==> config.mk <==
export PLATFORM = sky130hd
export DESIGN_NAME = keypad_16
export DESIGN_NICKNAME = d
export VERILOG_FILES = /design/src/rtl/keypad_pkg.sv /design/src/rtl/keypad_sync.sv /design/src/rtl/keypad_16.sv
export SDC_FILE = /design/constraint.sdc
export NUM_CORES = 1
export LEC_CHECK = 0
export ABC_AREA = 1
export BUFFER_PORTS_ARGS = -buffer_cell sky130_fd_sc_hd__buf_2
export CAP_MARGIN = 20
export CORE_MARGIN = 5
export CORE_UTILIZATION = 62
export DETAILED_ROUTE_END_ITERATION = 6
export HOLD_SLACK_MARGIN = 0.05
export PLACE_DENSITY = 0.84
export SKIP_CTS_REPAIR_TIMING = 1
export SYNTH_ARGS = -nofsm -noshare
export SYNTH_HDL_FRONTEND = slang
export SYNTH_SLANG_ARGS = --single-unit
==> constraint.sdc <==
create_clock -name clk -period 7 [get_ports clk]
set_input_delay 1.05 -clock clk [delete_from_list [all_inputs] [get_ports clk]]
set_output_delay 1.05 -clock clk [all_outputs]
set_load 0.01 [all_outputs]
==> src/rtl/keypad_pkg.sv <==
// keypad_pkg: shared types and constants for the 4x4 hex keypad scanner.
//   kp_state_e  - debounce FSM states
//   frame_res_e - classification of one full scan frame
//   ROW_SEL*    - one-hot active-low row drive patterns
//   row_drive() - row index to row drive pattern
package keypad_pkg;

  typedef enum logic [1:0] {
    ST_IDLE     = 2'd0,
    ST_DEBOUNCE = 2'd1,
    ST_PRESSED  = 2'd2,
    ST_RELEASE  = 2'd3
  } kp_state_e;

  typedef enum logic [1:0] {
    FR_NONE   = 2'd0,
    FR_SINGLE = 2'd1,
    FR_MULTI  = 2'd2
  } frame_res_e;

  localparam logic [3:0] ROW_SEL0 = 4'b1110;
  localparam logic [3:0] ROW_SEL1 = 4'b1101;
  localparam logic [3:0] ROW_SEL2 = 4'b1011;
  localparam logic [3:0] ROW_SEL3 = 4'b0111;

  function automatic logic [3:0] row_drive(input logic [1:0] idx);
    case (idx)
      2'd0:    row_drive = ROW_SEL0;
      2'd1:    row_drive = ROW_SEL1;
      2'd2:    row_drive = ROW_SEL2;
      default: row_drive = ROW_SEL3;
    endcase
  endfunction

endpackage

==> src/rtl/keypad_sync.sv <==
// keypad_sync: 4-bit two-flop synchronizer for the keypad column inputs.
// Resets to all ones, i.e. "no contact" on the active-low columns.
//   clk, rst_n - clock, async active-low reset
//   d_i        - asynchronous column lines
//   q_o        - synchronized column lines (2-cycle latency)
module keypad_sync (
  input  logic       clk,
  input  logic       rst_n,
  input  logic [3:0] d_i,
  output logic [3:0] q_o
);

  logic [3:0] meta_q;
  logic [3:0] sync_q;

  always_ff @(posedge clk or negedge rst_n) begin
    if (!rst_n) begin
      meta_q <= '1;
      sync_q <= '1;
    end else begin
      meta_q <= d_i;
      sync_q <= meta_q;
    end
  end

  assign q_o = sync_q;

endmodule

==> src/rtl/keypad_16.sv <==
// keypad_16: 4x4 matrix hex keypad scanner with frame-level debounce and a
// 4-digit hex entry shift register.
//   clk, rst_n - clock, async active-low reset
//   row        - row drive, one-hot active-low, 2^DWELL_BITS clocks per row
//   col        - column sense, active-low, asynchronous
//   clr        - synchronous clear of entry_reg
//   key_valid  - one-cycle pulse per accepted key press
//   key_code   - last accepted key (4*row + col)
//   entry_reg  - last four accepted digits, newest in [3:0]
import keypad_pkg::*;

module keypad_16 #(
  parameter int DWELL_BITS     = 11,
  parameter int DEBOUNCE_SCANS = 4
) (
  input  logic        clk,
  input  logic        rst_n,
  output logic [3:0]  row,
  input  logic [3:0]  col,
  input  logic        clr,
  output logic        key_valid,
  output logic [3:0]  key_code,
  output logic [15:0] entry_reg
);

  localparam int SW = DWELL_BITS + 2;
  localparam int CW = $clog2(DEBOUNCE_SCANS + 1);
  localparam logic [CW-1:0] CNT_TGT = CW'(DEBOUNCE_SCANS);

  // scan counter / row drive
  logic [SW-1:0] scnt_q, scnt_d;
  logic [3:0]    row_q;
  logic [1:0]    row_idx;
  logic          sample, frame_end;

  assign scnt_d    = scnt_q + 1'b1;
  assign row_idx   = scnt_q[SW-1 -: 2];
  assign sample    = &scnt_q[DWELL_BITS-1:0];
  assign frame_end = sample && (row_idx == 2'd3);

  // row is registered from the next count so it steps on the dwell wrap edge
  always_ff @(posedge clk or negedge rst_n) begin
    if (!rst_n) begin
      scnt_q <= '0;
      row_q  <= ROW_SEL0;
    end else begin
      scnt_q <= scnt_d;
      row_q  <= row_drive(scnt_d[SW-1 -: 2]);
    end
  end

  // column synchronizer
  logic [3:0] col_s;

  keypad_sync u_sync (
    .clk   (clk),
    .rst_n (rst_n),
    .d_i   (col),
    .q_o   (col_s)
  );

  // frame accumulator: contact count saturates at 2, keeps last code seen
  logic [1:0] acc_cnt_q, acc_cnt_d;
  logic [3:0] acc_code_q, acc_code_d;
  logic [1:0] row_hits, row_col;
  logic [2:0] sum;
  frame_res_e fr_res;

  always_comb begin
    row_hits = 2'd0;
    row_col  = 2'd0;
    for (int c = 0; c < 4; c++) begin
      if (!col_s[c]) begin
        row_hits = (row_hits == 2'd2) ? 2'd2 : row_hits + 2'd1;
        row_col  = c[1:0];
      end
    end
    sum        = {1'b0, acc_cnt_q} + {1'b0, row_hits};
    acc_cnt_d  = (sum >= 3'd2) ? 2'd2 : sum[1:0];
    acc_code_d = (row_hits != 2'd0) ? {row_idx, row_col} : acc_code_q;
    case (acc_cnt_d)
      2'd0:    fr_res = FR_NONE;
      2'd1:    fr_res = FR_SINGLE;
      default: fr_res = FR_MULTI;
    endcase
  end

  always_ff @(posedge clk or negedge rst_n) begin
    if (!rst_n) begin
      acc_cnt_q  <= '0;
      acc_code_q <= '0;
    end else if (frame_end) begin
      acc_cnt_q  <= '0;
      acc_code_q <= '0;
    end else if (sample) begin
      acc_cnt_q  <= acc_cnt_d;
      acc_code_q <= acc_code_d;
    end
  end

  // debounce FSM, advanced only at frame end
  kp_state_e     state_q, state_d;
  logic [3:0]    cand_q, cand_d, rpt_code;
  logic [CW-1:0] cnt_q, cnt_d, cnt_inc;
  logic          report;

  assign cnt_inc = cnt_q + CW'(1);

  always_comb begin
    state_d  = state_q;
    cand_d   = cand_q;
    cnt_d    = cnt_q;
    report   = 1'b0;
    rpt_code = cand_q;
    if (frame_end) begin
      case (state_q)
        ST_IDLE: begin
          if (fr_res == FR_SINGLE) begin
            cand_d = acc_code_d;
            cnt_d  = CW'(1);
            if (DEBOUNCE_SCANS == 1) begin
              report   = 1'b1;
              rpt_code = acc_code_d;
              state_d  = ST_PRESSED;
            end else begin
              state_d  = ST_DEBOUNCE;
            end
          end
        end
        ST_DEBOUNCE: begin
          if (fr_res != FR_SINGLE) begin
            state_d = ST_IDLE;
          end else if (acc_code_d == cand_q) begin
            cnt_d = cnt_inc;
            if (cnt_inc == CNT_TGT) begin
              report  = 1'b1;
              state_d = ST_PRESSED;
            end
          end else begin
            cand_d = acc_code_d;
            cnt_d  = CW'(1);
          end
        end
        ST_PRESSED: begin
          if (fr_res == FR_NONE) begin
            cnt_d   = CW'(1);
            // a single quiet frame already satisfies a one-scan release
            state_d = (DEBOUNCE_SCANS == 1) ? ST_IDLE : ST_RELEASE;
          end
        end
        ST_RELEASE: begin
          if (fr_res == FR_NONE) begin
            cnt_d = cnt_inc;
            if (cnt_inc == CNT_TGT) state_d = ST_IDLE;
          end else begin
            state_d = ST_PRESSED;
          end
        end
        default: state_d = ST_IDLE;
      endcase
    end
  end

  // outputs; clr on a report cycle keeps only the new digit
  logic        key_valid_q;
  logic [3:0]  key_code_q;
  logic [15:0] entry_q;

  always_ff @(posedge clk or negedge rst_n) begin
    if (!rst_n) begin
      state_q     <= ST_IDLE;
      cand_q      <= '0;
      cnt_q       <= '0;
      key_valid_q <= 1'b0;
      key_code_q  <= '0;
      entry_q     <= '0;
    end else begin
      state_q     <= state_d;
      cand_q      <= cand_d;
      cnt_q       <= cnt_d;
      key_valid_q <= report;
      if (report) key_code_q <= rpt_code;
      if (report && clr)  entry_q <= {12'h000, rpt_code};
      else if (clr)       entry_q <= '0;
      else if (report)    entry_q <= {entry_q[11:0], rpt_code};
    end
  end

  assign row       = row_q;
  assign key_valid = key_valid_q;
  assign key_code  = key_code_q;
  assign entry_reg = entry_q;

endmodule

==> metrics.md, run 1 <==
| Metric | Value |
|---|---|
| Number of global-route vias before repair | 2,218 |
| GRT Overall Usage | 19.6% |
| Synth area leader | dfrtp_1 |
| CP Cell Sequence | inv_1 > ha_1 > nand2_1 > nand2_1 > inv_1 > ha_1 > or2_1 > nand2_4 > inv_1 > ha_1 > inv_1 > fa_1 > nand2_1 > nor2_1 > nand3_1 > inv_1 > nor4_1 > nand3_1 > nand2_1 > inv_1 |
| CTS tree | built |
| Routed Antenna Nets | 0 |
| Post-Synthesis Cells | 330 |
| Share of post-route cells with drive strength above 1 | 23.9% |
| Syn. warnings | 0 |
| Top cells by area, synth | dfrtp_1, nand2_1, dfstp_2 |
| Starting Density | 63.3% |
| Total Neg Setup Slack | 0 ns |
| GP Congestion | 0.824 |
| Yosys top cell area share | 42.4% |
| Grt ovf | 0 |
| Global-route wire length before repair | 9.45 mm |
| Worst Hold Class | register to register |
| Data required, critical path | 7.23 ns |
| Register clock-pin slew on the reported worst setup and hold paths | 0.06 ns |
| Crit-path max FO | 8 |
| Area Overhead vs Synth | 12.3% |
| First drt pass iteration count | 4 |
| DRC | 0 |
| Port Buffers | 31 |
| Number of diodes | 0 |
| Hpwl dp | 3.80 mm |
| Worst EP arrival | 3.54 ns |
| Largest net degree at the start of global routing | 62 |
| Placed instance count | 411 |
| Htree depth | 3 |
| CP Class | register to register |
| Worst hold margin | 0.354 ns |
| Final Cycle Share | 47.3% |
| Crit Reg-Reg Endpoint | state_q[0] |
| R2R Setup Slk | 3.69 ns |
| Horiz. Die Dim | 79.0 um |
| # clock sinks | 61 |
| Final wirelength | 5.34 mm |
| Status | finished clean |
| CTS Root Cell | clkbuf_8 |
| Worst hold endpoint | u_sync.q_o[0] |
| Post-route cell area | 0.00331 sq mm |
| I/O pin total | 32 |
| Synthesized area per cell | 8.94 sq um |
| Hold path start | u_sync.meta_q[0] |
| Final Critical Period | 3.31 ns |
| Worst flop-to-flop path startpoint | u_sync.q_o[1] |
| Placed inst area | 0.00314 sq mm |
| Via/cell ratio | 5.24 |
| RSZ-0062 raised after global routing | no |
| Post-Syn Nets | 345 |
| Critical Path Source Type | register |
| Fmax | 0.302 GHz |
| Worst path max stage delay | 0.53 ns |
| Peak supply drop | 0.155 mV |
| Most frequent CP cell | inv_1 |
| Syn Std Cell Area | 0.00295 sq mm |
| Worst-Margin Slew | 0.733 ns |
| Slew margin rel. | 51.2% |
| CTS Buffer Depth | 2 |
| Yosys cell types | 33 |
| Worst Clk Skew | 0.00871 ns |
| CTS buffer count | 9 |
| Initial drt markers | 125 |
| #FFs+latches synth | 61 |
| Final hold viol count | 0 |
| Worst skew pair latency | 0.34 ns |
| Die H | 79.0 um |
| Power Density | 203 mW/mm^2 |
| Final Slew Violations | 0 |
| Die area | 0.00624 sq mm |
| Slowest-stage cell, CP | dfstp_2 |
| NetSw | 0.158 mW |
| WP buf/inv | 6 |
| Crit end category | register |
| Cells on worst reg2reg path | 20 |
| Non-filler cells in the finished layout | 427 |
| Min-Delay Path Depth | 0 |
| Seq/Total Area, Yosys | 52.2% |
| Core Rows | 25 |
| Routed via count | 2,239 |
| MaxCap Viol Count | 0 |
| Core area | 0.00466 sq mm |
| Leak | 1.83 nW |
| Largest register FFs | 16 |
| Worst path top cell family by delay | simple AND/OR/NAND/NOR gates |
| DR WL/cell | 12.5 um |
| Initial antenna violation count | 0 |
| Setup Viol. Count Final | 0 |
| Comb power frac | 6.2% |
| Switch share | 23.5% |
| Int Pwr | 0.516 mW |
| NumNets Final | 383 |
| Clk pwr share | 40.6% |
| Flop pwr share | 53.2% |
## Yosys cell counts
library cell,count
nand2_1,86
nand3_1,54
dfrtp_1,50
inv_1,39
nor2_1,15
dfstp_2,11
nand2_2,11
xor2_1,10
ha_1,7
nand2_4,5
a21oi_1,4
inv_2,4
nand3_2,4
nor2_4,3
buf_6,2
nand4_1,2
nor2_2,2
nor3_1,2
o21ai_0,2
o21ai_1,2
o22ai_1,2
or2_1,2
a22oi_1,1
buf_2,1
buf_4,1
clkbuf_1,1
clkinv_1,1
clkinv_2,1
fa_1,1
nand3_4,1
nor3_2,1
nor3_4,1
nor4_1,1
## logic make-up (layout without fill, tap and decap cells)
kind of cell	after synthesis	count (layout)	share of synthesized area, %
simple gates	190	190	32.1
fa+ha+maj	8	8	3.65
buf+inv	50	93	7.08
flops	61	61	52.2
xor+xnor	10	10	2.97
compound gates	11	11	2.04
## cell type report
type	instances	area [sq um]
inverters	45	170
fillers	348	1350
flip-flops and latches	61	1540
repair buffers	32	163
well taps	54	67.6
multi-input cells	219	1200
clock inverters	2	10.0
clock buffers	14	163
## metrics by stage
| step | util [%] | setup WS (ns) | power, mW |
|---|---|---|---|
| 6_report | 71.1 | 3.69 | 0.674 |
| 4_1_cts | 71.1 | 3.69 | 0.682 |
| 3_3_place_gp | 67.4 | 3.80 | 0.406 |
| 5_1_grt | 71.1 | 3.48 | 0.705 |
| 2_1_floorplan | - | 3.96 | 0.393 |
| 3_5_place_dp | 67.4 | 3.73 | 0.407 |
## cells in the final DEF (no fill, tap or decap), types with 3 or more instances in the layout
cell      count
a21oi_1       4
buf_2        31
clkbuf_1      3
clkbuf_8     11
clkinv_2      3
dfrtp_1      50
dfstp_2      11
ha_1          7
inv_1        39
inv_2         4
nand2_1      86
nand2_2      11
nand2_4       5
nand3_1      54
nand3_2       4
nor2_1       15
nor2_4        3
xor2_1       10
## power by group through the flow
stage               combinational [mW]  clock, mW  sequential [mW]
finish                          0.0418      0.274            0.359
global placement                0.0410          0            0.365
global route                    0.0473      0.299            0.359
detailed placement              0.0420          0            0.365
floorplan                       0.0282          0            0.364
CTS                             0.0423      0.281            0.359
## worst max path at each step
stage	end	depth (start not counted)	slack [ns]	start
6_report	state_q[0]	20	3.69	u_sync.q_o[1]
3_5_place_dp	state_q[0]	20	3.73	u_sync.q_o[1]
3_3_place_gp	entry_reg[2]	19	3.80	u_sync.q_o[0]
4_1_cts	state_q[0]	20	3.69	u_sync.q_o[1]
2_1_floorplan	state_q[0]	20	3.96	u_sync.q_o[1]
5_1_grt	state_q[0]	20	3.48	u_sync.q_o[1]
## metal layers
layer  up-vias  global-route usage, %  wire (um)
met5         -                      0          0
met4         0                   6.87         59
met3         7                   7.94        264
met2        46                   32.6       2630
met1      1065                   22.9       2390
li1       1121                      -          -
Note: power is estimated with default switching activity, not from simulation.
==> inputs of run 2 (changes only) <==
CORE_UTILIZATION = 58   (was 62)
PLACE_DENSITY = 0.79   (was 0.84)
clock period = 3.4 ns   (was 7 ns; I/O delays follow)
==> run 2 against run 1 <==
  * Die area up 6.0%
  * Power is 120% higher
  * Worst hold slack worse by 0.13 ns
  * Sequential cell count did not move
  * Maximum frequency grew 1.7%
  * Clock skew is essentially flat
  * Routed wire length grew 9.0%
  * Via count rose by 2.3%
==> metrics.md, run 2 (same netlist as run 1, synthesis figures left out) <==
| Metric | Value |
|---|---|
| Status | finished clean (unchanged) |
| Worst hold margin | 0.224 ns (was 0.354 ns) |
| NumNets Final | 389 (was 383) |
| Critical Path Source Type | register (unchanged) |
| Slew margin rel. | 51.8% (was 51.2%) |
| DR WL/cell | 13.0 um (was 12.5 um) |
| Worst skew pair latency | 0.34 ns (about the same) |
| Area occupied by registers | 0.00154 sq mm (unchanged) |
| I/O pin total | 32 (unchanged) |
| Htree depth | 3 (unchanged) |
| Initial drt markers | 99 (was 125) |
| Fmax | 0.307 GHz (was 0.302 GHz) |
| GRT Overall Usage | 19.8% (was 19.6%) |
| CTS Root Cell | clkbuf_8 (unchanged) |
| Slowest-stage cell, CP | dfstp_2 (unchanged) |
| Most frequent CP cell | inv_1 (unchanged) |
| Largest register FFs | 16 (unchanged) |
| Hpwl dp | 3.99 mm (was 3.80 mm) |
| Area Overhead vs Synth | 18.3% (was 12.3%) |
| Core area | 0.00501 sq mm (was 0.00466 sq mm) |
| CP Class | register to register (unchanged) |
| Final wirelength | 5.82 mm (was 5.34 mm) |
| Leading cell type in the layout, fill and taps excluded | nand2_1 (unchanged) |
| Routed Antenna Nets | 0 (unchanged) |
| Peak supply drop | 0.333 mV (was 0.155 mV) |
| Via/cell ratio | 5.10 (was 5.24) |
| First drt pass iteration count | 4 (unchanged) |
| Starting Density | 58.9% (was 63.3%) |
| Number of global-route vias before repair | 2,291 (was 2,218) |
| Worst path max stage delay | 0.54 ns (was 0.53 ns) |
| WP buf/inv | 6 (unchanged) |
| Die area | 0.00661 sq mm (was 0.00624 sq mm) |
| # clock sinks | 61 (unchanged) |
| R2R Setup Slk | 0.14 ns (was 3.69 ns) |
| DRC | 0 (unchanged) |
| Die H | 81.3 um (was 79.0 um) |
| CTS tree | built (unchanged) |
| Final hold viol count | 0 (unchanged) |
| GP Congestion | 0.866 (was 0.824) |
| Final Slew Violations | 0 (unchanged) |
| Routed via count | 2,290 (was 2,239) |
| Worst-Margin Slew | 0.723 ns (was 0.733 ns) |
| Global-route wire length before repair | 9.92 mm (was 9.45 mm) |
| Worst EP arrival | 3.49 ns (was 3.54 ns) |
| Leak | 1.87 nW (was 1.83 nW) |
| Horiz. Die Dim | 81.3 um (was 79.0 um) |
| Final Critical Period | 3.26 ns (was 3.31 ns) |
| Port Buffers | 31 (unchanged) |
| CTS buffer count | 9 (unchanged) |
| Final setup margin | 0.144 ns (was 3.69 ns) |
| MaxCap Viol Count | 0 (unchanged) |
| Cells on worst reg2reg path | 20 (unchanged) |
| Setup Viol. Count Final | 0 (unchanged) |
| Worst path top cell family by delay | simple AND/OR/NAND/NOR gates (unchanged) |
| Worst flop-to-flop path startpoint | u_sync.q_o[0] (was u_sync.q_o[1]) |
| Share of post-route cells with drive strength above 1 | 30.3% (was 23.9%) |
| Area occupied by multi-input gates | 0.00128 sq mm (was 0.00120 sq mm) |
| Pre-CTS WS | 0.0869 ns (was 3.73 ns) |
| CP Cell Sequence | inv_1 > ha_4 > nand2_2 > nand2_1 > inv_1 > ha_1 > or2_1 > nand2_4 > inv_1 > ha_2 > inv_2 > fa_1 > nand2_2 > nor2_4 > nand3_1 > inv_2 > nor4_4 > nand3_1 > nand2_1 > inv_1 (was inv_1 > ha_1 > nand2_1 > nand2_1 > inv_1 > ha_1 > or2_1 > nand2_4 > inv_1 > ha_1 > inv_1 > fa_1 > nand2_1 > nor2_1 > nand3_1 > inv_1 > nor4_1 > nand3_1 > nand2_1 > inv_1) |
| Data required, critical path | 3.64 ns (was 7.23 ns) |
| Grt ovf | 0 (unchanged) |
| Crit Reg-Reg Endpoint | state_q[0] (unchanged) |
| Core Rows | 26 (was 25) |
| Number of diodes | 0 (unchanged) |
| Power Density | 420 mW/mm^2 (was 203 mW/mm^2) |
| Largest net degree at the start of global routing | 34 (was 62) |
| Crit-path max FO | 8 (unchanged) |
| Most frequent cells in the layout | nand2_1, nand3_1, dfrtp_1 (unchanged) |
| CTS Buffer Depth | 2 (unchanged) |
| Final Cycle Share | 95.8% (was 47.3%) |
| Worst Clk Skew | 0.00824 ns (was 0.00871 ns) |
| Worst Hold Class | input pin to async pin (was register to register) |
| Register clock-pin slew on the reported worst setup and hold paths | 0.07 ns (was 0.06 ns) |
| Initial antenna violation count | 0 (unchanged) |
| Crit end category | register (unchanged) |
| Fill cell count | 404 (was 348) |
[run 2: cell types whose count changed in the layout (fill, tap and decap cells not counted), moves of 3 or more]
cell     before  now
inv_2         4    9
nor2_1       15   11
buf_4         1    6
nand2_1      86   82
inv_1        39   34
nor2_4        3    6
nand2_2      11   14
[run 2: worst max-delay path by stage]
stage                        startpoint           end  slack (ns)  depth (start not counted)
after global placement    u_sync.q_o[0]  entry_reg[0]        0.20                         19
final                     u_sync.q_o[0]    state_q[0]        0.14                         20
after global routing      u_sync.q_o[0]    state_q[0]      -0.007                         20
after CTS                 u_sync.q_o[1]    state_q[0]        0.02                         20
after floorplan           u_sync.q_o[1]    state_q[0]        0.36                         20
after detailed placement  u_sync.q_o[0]  entry_reg[6]        0.09                         19
[run 2: area by class of cell]
class                   instances  area share, %
flip-flops and latches         61           44.1
clock inverters                 6           1.83
inverters                      45           4.88
well taps                      70           2.51
repair buffers                 38           6.31
multi-input cells             219           36.7
clock buffers                  10           3.66
[run 2: stage by stage]
step	cells	cell area [sq um]	power [mW]	TNS (ns)	util [%]
after floorplan	330	2950	0.808	0	-
after global placement	428	3170	0.836	0	63.3
after detailed placement	428	3170	0.840	0	63.3
after CTS	444	3360	1.47	0	67.1
after global routing	449	3490	1.53	-0.00725	69.7
final	449	3490	1.47	0	69.7
[run 2: layer usage]
metal	global-route usage, %	vias up	part of all wire, %
met5	0	-	0
met4	9.12	0	2.6
met3	5.65	16	5.6
met2	31.3	46	49
met1	25.2	1096	43
li1	-	1132	-
[run 2: report_power, final]
group,switching (mW),internal [mW],total (mW)
registers,0.00356,0.735,0.738
logic,0.0711,0.0344,0.105
clock network,0.286,0.337,0.623
total,0.361,1.11,1.47
==> inputs of run 3 (changes only) <==
ABC_AREA = 0   (was 1)
CORE_UTILIZATION = 55   (was 58)
PLACE_DENSITY = 0.75   (was 0.79)
clock period = 3.9 ns   (was 3.4 ns; I/O delays follow)
==> run 3 against run 2 <==
  * Final cell count fell by 15%
  * Critical path type unchanged
  * Sequential share of layout area increased by 0.43 points
  * Largest power group unchanged
  * Power shrank 8.2%
  * Synthesized area is the same
==> metrics.md, run 3 <==
| Metric | Value |
|---|---|
| Status | finished clean (unchanged) |
| Syn Std Cell Area | 0.00295 sq mm (unchanged) |
| Post-route cell area | 0.00346 sq mm (was 0.00349 sq mm) |
| Grt ovf | 0 (unchanged) |
| Mux cell area share after synthesis | 8.35% (was 0%) |
| Top-count cell post-synth | dfrtp_1 (was nand2_1) |
| Routed Antenna Nets | 0 (unchanged) |
| Htree depth | 3 (unchanged) |
| RSZ-0062 raised after global routing | no |
| Horiz. Die Dim | 83.2 um (was 81.3 um) |
| Worst skew pair latency | 0.35 ns (was 0.34 ns) |
| CP Cell Sequence | inv_1 > ha_1 > mux2i_2 > ha_2 > nor2_1 > a21oi_1 > ha_1 > inv_1 > fa_1 > and2_1 > nand3_1 > a2111oi_2 > and4b_2 > buf_12 > mux2_1 (was inv_1 > ha_4 > nand2_2 > nand2_1 > inv_1 > ha_1 > or2_1 > nand2_4 > inv_1 > ha_2 > inv_2 > fa_1 > nand2_2 > nor2_4 > nand3_1 > inv_2 > nor4_4 > nand3_1 > nand2_1 > inv_1) |
| Slowest-stage cell, CP | dfstp_2 (unchanged) |
| Die H | 83.2 um (was 81.3 um) |
| Final Critical Period | 3.60 ns (was 3.26 ns) |
| CP Class | register to register (unchanged) |
| First drt pass iteration count | 4 (unchanged) |
| Post-synthesis adder-cell area fraction | 3.65% (unchanged) |
| Worst Hold Class | input pin to async pin (unchanged) |
| Register clock-pin slew on the reported worst setup and hold paths | 0.07 ns (about the same) |
| Main combinational cell family by area after synthesis | simple AND/OR/NAND/NOR gates (unchanged) |
| Compound-Gate Fraction of Synth Area | 8.48% (was 2.04%) |
| Top cells by area, synth | dfrtp_1, dfstp_2, mux2i_1 (was dfrtp_1, nand2_1, dfstp_2) |
| Largest register FFs | 16 (unchanged) |
| Final Slew Violations | 0 (unchanged) |
| Leak | 1.57 nW (was 1.87 nW) |
| CTS Buffer Depth | 2 (unchanged) |
| Core Rows | 26 (unchanged) |
| Crit end category | register (unchanged) |
| Most frequent cells in the layout | dfrtp_1, buf_2, nand2b_1 (was nand2_1, nand3_1, dfrtp_1) |
| Area Overhead vs Synth | 17.1% (was 18.3%) |
| Worst Clk Skew | 0.00829 ns (was 0.00824 ns) |
| Largest net degree at the start of global routing | 34 (unchanged) |
| Slew margin rel. | 58.2% (was 51.8%) |
| Worst path top cell family by delay | adder cells (was simple AND/OR/NAND/NOR gates) |
| Syn. warnings | 0 (unchanged) |
| Placed inst area | 0.00319 sq mm (was 0.00317 sq mm) |
| Synth Area in XOR/XNOR | 4.16% (was 2.97%) |
| Starting Density | 57.0% (was 58.9%) |
| Initial antenna violation count | 0 (unchanged) |
| Worst EP arrival | 3.84 ns (was 3.49 ns) |
| WP buf/inv | 3 (was 6) |
| DRC | 0 (unchanged) |
| Die area | 0.00693 sq mm (was 0.00661 sq mm) |
| Power Density | 390 mW/mm^2 (was 420 mW/mm^2) |
| Yosys cell types | 49 (was 33) |
| Yosys top cell area share | 42.4% (unchanged) |
| DR WL/cell | 14.7 um (was 13.0 um) |
| Simple-Gate Fraction of Synth Area | 19.7% (was 32.1%) |
| CTS Root Cell | clkbuf_8 (unchanged) |
| Fmax | 0.277 GHz (was 0.307 GHz) |
| Routed via count | 2,090 (was 2,290) |
| Asr flop ratio synth | 100% (unchanged) |
| CTS tree | built (unchanged) |
| Initial drt markers | 141 (was 99) |
| NumNets Final | 321 (was 389) |
| GRT Overall Usage | 17.3% (was 19.8%) |
| Port Buffers | 31 (unchanged) |
| Worst-Margin Slew | 0.627 ns (was 0.723 ns) |
| Number of global-route vias before repair | 1,964 (was 2,291) |
| CTS buffer count | 9 (unchanged) |
| GP Congestion | 0.839 (was 0.866) |
| Synth area leader | dfrtp_1 (unchanged) |
| Via/cell ratio | 5.49 (was 5.10) |
| #FFs+latches synth | 61 (unchanged) |
| Post-synth EDFFs | 0 (unchanged) |
| Post-Synthesis Cells | 264 (was 330) |
| Hpwl dp | 3.88 mm (was 3.99 mm) |
| Core area | 0.00517 sq mm (was 0.00501 sq mm) |
| Placed instance count | 362 (was 428) |
| Peak supply drop | 0.250 mV (was 0.333 mV) |
| Worst path max stage delay | 0.53 ns (was 0.54 ns) |
| Crit-path max FO | 10 (was 8) |
| # clock sinks | 61 (unchanged) |
| Leading cell type in the layout, fill and taps excluded | dfrtp_1 (was nand2_1) |
| Global-route wire length before repair | 9.54 mm (was 9.92 mm) |
| Seq/Total Area, Yosys | 52.2% (unchanged) |
| Synth top cells by count | dfrtp_1, nand2b_1, nand2_1 (was nand2_1, nand3_1, dfrtp_1) |
| Synthesized area per cell | 11.2 sq um (was 8.94 sq um) |
| Non-filler cells in the finished layout | 381 (was 449) |
| Number of diodes | 0 (unchanged) |
| Setup Viol. Count Final | 0 (unchanged) |
| Total Neg Setup Slack | 0 ns (unchanged) |
| Final Cycle Share | 92.4% (was 95.8%) |
| Post-Syn Nets | 279 (was 345) |
| MaxCap Viol Count | 0 (unchanged) |
| Final hold viol count | 0 (unchanged) |
| Ys flop type | dfrtp_1 (unchanged) |
| Final wirelength | 5.61 mm (was 5.82 mm) |
| R2R Setup Slk | 0.30 ns (was 0.14 ns) |
| Share of post-route cells with drive strength above 1 | 24.4% (was 30.3%) |
| Critical Path Source Type | register (unchanged) |
| Data required, critical path | 4.13 ns (was 3.64 ns) |
| Pwr Total | 1.35 mW (was 1.47 mW) |
| I/O pin total | 32 (unchanged) |
run 3: power by group:
| group | total (mW) | internal [mW] | switching, mW |
|---|---|---|---|
| Sequential | 0.644 | 0.640 | 0.00410 |
| Combinational | 0.0774 | 0.0296 | 0.0478 |
| Clock | 0.625 | 0.361 | 0.264 |
run 3: final cells by class:
class / count / area [sq um]
flip-flops and latches: 61 / 1540
repair buffers: 39 / 245
clock inverters: 7 / 98.8
inverters: 12 / 45.0
clock buffers: 9 / 124
well taps: 70 / 87.6
fillers: 402 / 1720
multi-input cells: 183 / 1320
run 3: worst reg2reg max path, cell delays in order (launching register included):
cell	delay, ns
dfstp_2	0.53
inv_1	0.05
ha_1	0.32
mux2i_2	0.20
ha_2	0.25
nor2_1	0.05
a21oi_1	0.12
ha_1	0.15
inv_1	0.04
fa_1	0.49
and2_1	0.17
nand3_1	0.11
a2111oi_2	0.22
and4b_2	0.31
buf_12	0.15
mux2_1	0.34
run 3: routing by layer:
layer	global-route usage, %	share of wire [%]	vias up
met2	25.4	47	43
met3	7.33	5.7	8
met4	7.13	1.8	0
met5	0	0	-
met1	22.5	46	1015
li1	-	-	1024
run 3: kinds of logic (layout without fill, tap and decap cells):
kind of cell / after synthesis / after routing
simple gates: 103 / 103
mux: 24 / 24
xor+xnor: 14 / 14
fa+ha+maj: 8 / 8
flops: 61 / 61
buf+inv: 20 / 67
compound gates: 34 / 34
run 3: final timing paths:
path / start / to / cells after the start
min in group clk: col[1] / u_sync.meta_q[1] / 1
min: rst_n / entry_reg[14] / 1
min reg2reg: u_sync.meta_q[0] / u_sync.q_o[0] / 0
max reg2reg: u_sync.q_o[0] / key_code[3] / 15
max in group asynchronous: rst_n / row[3] / 2
max: u_sync.q_o[0] / key_code[3] / 15
run 3: stage by stage:
| stage | hold WS [ns] | worst slack, ns | utilization, % |
|---|---|---|---|
| finish | 0.243 | 0.296 | 66.8 |
| global placement | 0.346 | 0.187 | 61.6 |
| floorplan | 0.289 | 0.260 | - |
| detailed placement | 0.347 | 0.0785 | 61.6 |
| global route | 0.266 | 0.0583 | 66.8 |
| CTS | 0.244 | 0.0653 | 65.9 |
